<file path="src/rtl/multicycle_sequencer.sv">
// multicycle_sequencer: walks each LEGv8 instruction through FETCH/DECODE/EXECUTE/MEMORY/WRITEBACK,
// owns the PC and gates unit enables, with req/ack memory handshakes and an ack timeout.
module multicycle_sequencer #(
   parameter int                    ADDR_WIDTH = 32,
   parameter int                    PC_STEP    = 4,
   parameter logic [ADDR_WIDTH-1:0] RESET_PC   = '0,
   parameter int                    TIMEOUT    = 15
) (
   input  logic                  clock,
   input  logic                  resetN,
   input  logic                  run,
   output logic                  instrReq,
   output logic [ADDR_WIDTH-1:0] instrAddr,
   input  logic                  instrAck,
   input  logic [31:0]           instrData,
   output logic [31:0]           instruction,
   input  logic                  memReadFlag,
   input  logic                  memWriteFlag,
   input  logic                  regWriteFlag,
   input  logic                  branchFlag,
   input  logic                  ubranchFlag,
   input  logic                  zeroFlag,
   input  logic [ADDR_WIDTH-1:0] branchOffset,
   output logic                  aluEnable,
   output logic                  dataReq,
   output logic                  dataWrite,
   input  logic                  dataAck,
   output logic                  regWriteEn,
   output logic [ADDR_WIDTH-1:0] pc,
   output logic [2:0]            state,
   output logic                  fault,
   output logic [31:0]           retired
);
   localparam logic [2:0] S_IDLE = 3'd0, S_FETCH = 3'd1, S_DECODE = 3'd2, S_EXECUTE = 3'd3,
                          S_MEMORY = 3'd4, S_WRITEBACK = 3'd5, S_FAULT = 3'd6;
   logic [2:0]            state_q, state_d;
   logic [ADDR_WIDTH-1:0] pc_q, pc_d;
   logic [31:0]           instr_q, instr_d, retired_q, retired_d;
   logic [7:0]            cnt_q, cnt_d;
   logic                  take_q, take_d;
   logic                  waiting, ack, expired, commit;
   always_comb begin
      waiting = (state_q == S_FETCH) | (state_q == S_MEMORY);
      ack     = (state_q == S_FETCH) ? instrAck : dataAck;
      expired = waiting & ~ack & (cnt_q == 8'(TIMEOUT - 1));
      take_d  = (state_q == S_EXECUTE) ? (ubranchFlag | (branchFlag & zeroFlag)) : take_q;
      commit  = ((state_q == S_EXECUTE) & ~memReadFlag & ~memWriteFlag & ~regWriteFlag)
              | ((state_q == S_MEMORY) & dataAck & ~(memReadFlag & regWriteFlag))
              | (state_q == S_WRITEBACK);
      state_d = state_q;
      case (state_q)
         S_IDLE:      state_d = run ? S_FETCH : S_IDLE;
         S_FETCH:     state_d = instrAck ? S_DECODE : S_FETCH;
         S_DECODE:    state_d = S_EXECUTE;
         S_EXECUTE:   state_d = (memReadFlag & memWriteFlag) ? S_FAULT :
                                (memReadFlag | memWriteFlag) ? S_MEMORY :
                                regWriteFlag ? S_WRITEBACK : S_FETCH;
         S_MEMORY:    state_d = ~dataAck ? S_MEMORY : (memReadFlag & regWriteFlag) ? S_WRITEBACK : S_FETCH;
         S_WRITEBACK: state_d = S_FETCH;
         default:     state_d = S_FAULT;
      endcase
      if (commit) state_d = run ? S_FETCH : S_IDLE;
      if (expired) state_d = S_FAULT;
      // the wait counter only survives while we stay in the same waiting state
      cnt_d     = (waiting & ~ack & (state_d == state_q)) ? cnt_q + 8'd1 : 8'd0;
      pc_d      = ~commit ? pc_q : take_d ? pc_q + (branchOffset << 2) : pc_q + ADDR_WIDTH'(PC_STEP);
      retired_d = retired_q + {31'b0, commit};
      instr_d   = ((state_q == S_FETCH) & instrAck) ? instrData : instr_q;
   end
   always_ff @(posedge clock or negedge resetN) begin
      if (!resetN) begin
         state_q   <= S_IDLE;
         pc_q      <= RESET_PC;
         instr_q   <= '0;
         retired_q <= '0;
         cnt_q     <= '0;
         take_q    <= 1'b0;
      end else begin
         state_q   <= state_d;
         pc_q      <= pc_d;
         instr_q   <= instr_d;
         retired_q <= retired_d;
         cnt_q     <= cnt_d;
         take_q    <= take_d;
      end
   end
   assign instrReq    = state_q == S_FETCH;
   assign aluEnable   = state_q == S_EXECUTE;
   assign dataReq     = state_q == S_MEMORY;
   assign dataWrite   = dataReq & memWriteFlag;
   assign regWriteEn  = state_q == S_WRITEBACK;
   assign fault       = state_q == S_FAULT;
   assign instrAddr   = pc_q;
   assign pc          = pc_q;
   assign state       = state_q;
   assign instruction = instr_q;
   assign retired     = retired_q;
endmodule

</file>
<file path="config.mk">
export PLATFORM = sky130hd
export DESIGN_NAME = multicycle_sequencer
export DESIGN_NICKNAME = d
export VERILOG_FILES = /design/src/rtl/multicycle_sequencer.sv
export SDC_FILE = /design/constraint.sdc
export NUM_CORES = 1
export LEC_CHECK = 0
export ABC_AREA = 1
export BUFFER_PORTS_ARGS = -buffer_cell sky130_fd_sc_hd__buf_2
export CELL_PAD_IN_SITES_DETAIL_PLACEMENT = 1
export CELL_PAD_IN_SITES_GLOBAL_PLACEMENT = 1
export CORE_MARGIN = 2
export CORE_UTILIZATION = 34
export DETAILED_ROUTE_END_ITERATION = 8
export HOLD_SLACK_MARGIN = 0.05
export PLACE_DENSITY_LB_ADDON = 0.08
export SYNTH_ARGS = -nofsm -noshare
export SYNTH_HDL_FRONTEND = slang
export SYNTH_SLANG_ARGS = --single-unit
</file>
<file path="constraint.sdc">
create_clock -name clock -period 2.45 [get_ports clock]
set_input_delay 0.6125 -clock clock [delete_from_list [all_inputs] [get_ports clock]]
set_output_delay 0.6125 -clock clock [all_outputs]
set_load 0.01 [all_outputs]
</file>
==> summary.md <==
| Metric | Value |
|---|---|
| Vias in the first global route | 7564 |
| F_max | 381 MHz |
| Final core occ | 53.7% |
| Seq cells post-synth | 106 |
| I/O Buffers | 205 |
| Cts-stage hold buffer count | 0 |
| Worst Hold Class | in -> async |
| Post-Syn Area | 7240 um2 |
| Total Routed Length | 26.0 mm |
| Placed instance area | 9140 um2 |
| Sequential area share after synthesis | 36.6% |
| Reg2reg path depth | 17 |
| Cts bufs inserted | 9 |
| Die Area | 22500 um2 |
| Status | finished with violations |
| Cell area after layout | 11300 um2 |
| First-pass GRT wire length | 38.5 mm |
| Cell Pwr Density | 1260 nW/um2 |
| Startpoint types | register |
| Min Clock Period, post-route | 2620 ps |
| Comb power frac | 68.4% |
| Crit path cell chain | inv_2 > nand3_4 > inv_4 > nand2_4 > nand2_8 > clkbuf_16 > buf_12 > nor2_4 > ha_4 > nand2_2 > nor2_4 > buf_6 > nand4_1 > nand3_2 > nand2_1 > nand3_1 > nand2_1 |
| Overall Global Routing Usage | 21.9% |
| Clock tree buffer depth | 2 |
| Critical path class | reg -> reg |
| I/O pins | 212 |
| Final Worst Setup Slack | -173 ps |
| Switching power | 6.62 mW |
| WL/cell | 16.6 um |
| RSZ-0062 raised after global routing | true |
| Final hold vios | 0 |
| Final nets | 1395 |
| Clock Sinks | 106 |
| Worst path depth | 17 |
| Setup violators final | 27 |
| Grt ovf | 0 |
| Worst Path Max Fanout | 6 |
| Final period utilization | 107% |
| Reg2Reg Setup Slack | -170 ps |
| Ys flop type | dfrtp_1 |
| Endpoint of the worst register-to-register path | instrAddr[21] |
| Worst Path Required | 2700 ps |
| Violated checks | setup timing |
| First-pass DRT Iterations | 4 |
| Via count | 7419 |
| Skew final | 12.5 ps |
| Sequential share of power | 20.6% |
| Core ar. | 21000 um2 |
| Avg Inst Size Synth | 7.41 um2 |
| Slowest stage cell, crit path | dfrtp_2 |
| Initial core utilization | 34.6% |
| Worst setup path endpoint | instrAddr[21] |
| WP buf/inv | 5 |
| Row cnt | 53 |
| Delay-heaviest family, CP | simple AND/OR/NAND/NOR gates |
| Setup crit start | state[2] |
| Routed Antenna Nets | 0 |
| Synth-to-Final Area Change | 55.4% |
| Layout cell share with drive strength beyond 1 | 51.4% |
| Residual DRC | 0 |
| Clk slew on worst S/H paths | 90 ps |
| Largest net degree at the start of global routing | 47 |
| Synthesized netlist cell count | 978 |
| Chip Width | 150 um |
| Routed vias/inst | 4.73 |
| Chip height | 150 um |
| Maxcap violations | 0 |
| R2r startpoint | state[2] |
| # fillers | 2595 |
| Leakage | 6.04 nW |
| Ys async rst share | 100% |
| Sw frac | 46.7% |
| Crit path largest cell delay | 420 ps |
| Distinct cells, synth | 46 |
| Worst-Skew Late Latency | 360 ps |
| Yosys warnings | 0 |
| Max Slew Vio Count | 0 |
| Routability cong. | 0.856 |
| CP Data Arrival Time | 2880 ps |
| Pwr Total | 14.2 mW |
| Number of flops mapped to enable cells by yosys | 0 |
| Internal | 7.54 mW |
| Clk root buf | clkbuf_16 |
| CTS tree | built |
| Initial antenna violation count | 2 |
| DPL Wire Length | 18.7 mm |
| DR iter-0 viols | 164 |
| Clock power frac | 11.0% |
| CP Capture Type | register |
| H-tree levels | 3 |
| Maximum VDD drop | 0.000519 V |
## final cells by class
| cell class | count | area (um2) | share of cell area, % |
|---|---|---|---|
| Clock buffer | 9 | 225 | 2.00 |
| Inverter | 157 | 592 | 5.26 |
| Sequential cell | 106 | 2650 | 23.6 |
| Multi-Input combinational cell | 672 | 5100 | 45.3 |
| Antenna cell | 1 | 2.50 | 0.0222 |
| Clock inverter | 7 | 88.8 | 0.789 |
| Timing Repair Buffer | 340 | 2250 | 20.0 |
| Tap cell | 275 | 344 | 3.06 |
## power by group through the flow
stage / combinational (mW) / sequential, mW / clock, mW
3_5_place_dp: 6.75 / 2.88 / 0
2_1_floorplan: 3.92 / 3.08 / 0
5_1_grt: 10.5 / 3.02 / 1.67
4_1_cts: 7.79 / 2.87 / 1.60
3_3_place_gp: 6.59 / 2.84 / 0
6_report: 9.68 / 2.92 / 1.55
## placed cells by master (no fill, tap or decap), types with 7 or more instances in the layout
cell type / count
a21oi_2: 14
a21oi_4: 7
buf_2: 204
buf_4: 103
buf_6: 26
clkbuf_16: 10
dfrtp_1: 105
ha_1: 8
ha_4: 23
inv_1: 136
inv_2: 20
mux2_2: 30
nand2_1: 197
nand2_2: 66
nand2_4: 30
nand3_1: 30
nand3_2: 17
nand3_4: 10
nand4_1: 16
nor2_1: 47
nor2_2: 25
nor2_4: 29
nor3_1: 14
o21ai_1: 11
xnor2_1: 15
xnor2_2: 7
xor2_1: 18
## through the flow
step                      std cells  setup TNS (ps)  setup slack [ps]  hold slack, ps
after floorplan                 981            -268             -77.4             317
after global placement         1512           -9940              -411             449
after detailed placement       1512          -11310              -458             474
after CTS                      1549           -2420              -144             133
after global routing           1567           -6530              -281             141
final                          1567           -1610              -173             141
## how the worst min path moves through the flow
stage | start | end | cells after the start | slack (ps)
after floorplan | resetN | cnt_q[0] | 0 | 320
after global placement | cnt_q[0] | cnt_q[0] | 1 | 450
after detailed placement | cnt_q[0] | cnt_q[0] | 1 | 470
after CTS | resetN | instruction[17] | 1 | 130
after global routing | resetN | instruction[17] | 1 | 140
final | resetN | instruction[17] | 1 | 140
## state kept, by name (all words and copies together) (netlist names)
register,cells
instruction,32
retired,32
instrAddr,30
cnt_q,8
state,3
take_q,1
## what timing repair did
action | in CTS | in global routing
pin swaps | 31 | 111
buffers inserted | 21 | 18
gates cloned | 2 | 1
endpoints found under the setup margin | 30 | 47
resized for setup | 117 | 230
## layer usage
metal  track usage, %  up-vias  share of wire, %
met5                0        -             0.050
met4             4.53        2               2.3
met3             4.09       38               3.8
met2             40.6      161                53
met1             26.3     3592                40
li1                 -     3626                 -
## cell usage after synthesis (11+ instances only)
cell type | instances | area (um2)
dfrtp_1 | 106 | 2650
nor3_1 | 18 | 90.1
ha_1 | 33 | 413
o21ai_1 | 11 | 55.1
xor2_1 | 20 | 175
xnor2_1 | 22 | 193
nand2_1 | 290 | 1090
nor2_1 | 97 | 364
inv_1 | 153 | 574
buf_4 | 36 | 270
a21oi_1 | 24 | 120
nand4_1 | 16 | 100
mux2_2 | 30 | 338
nand3_1 | 52 | 260
## logic make-up (layout without fill, tap and decap cells)
| family | after synthesis | in the layout | share of synthesized area, % |
|---|---|---|---|
| AO/OA/AOI/OAI | 50 | 50 | 3.92 |
| XOR/XNOR | 42 | 42 | 5.08 |
| adder cells (fa/ha/maj) | 34 | 34 | 5.98 |
| multiplexers | 32 | 32 | 4.97 |
| AND/OR/NAND/NOR | 510 | 510 | 30.8 |
| flip-flops | 106 | 106 | 36.6 |
| other | 1 | 5 | 0.0518 |
| buffers and inverters | 203 | 513 | 12.6 |
## worst reg2reg max path, cell delays in order (launching register included)
cell	delay (ps)
dfrtp_2	420
inv_2	80
nand3_4	100
inv_4	80
nand2_4	70
nand2_8	140
clkbuf_16	180
buf_12	110
nor2_4	40
ha_4	300
nand2_2	90
nor2_4	230
buf_6	140
nand4_1	210
nand3_2	150
nand2_1	60
nand3_1	60
nand2_1	50
Note: power is estimated with default switching activity, not from simulation.
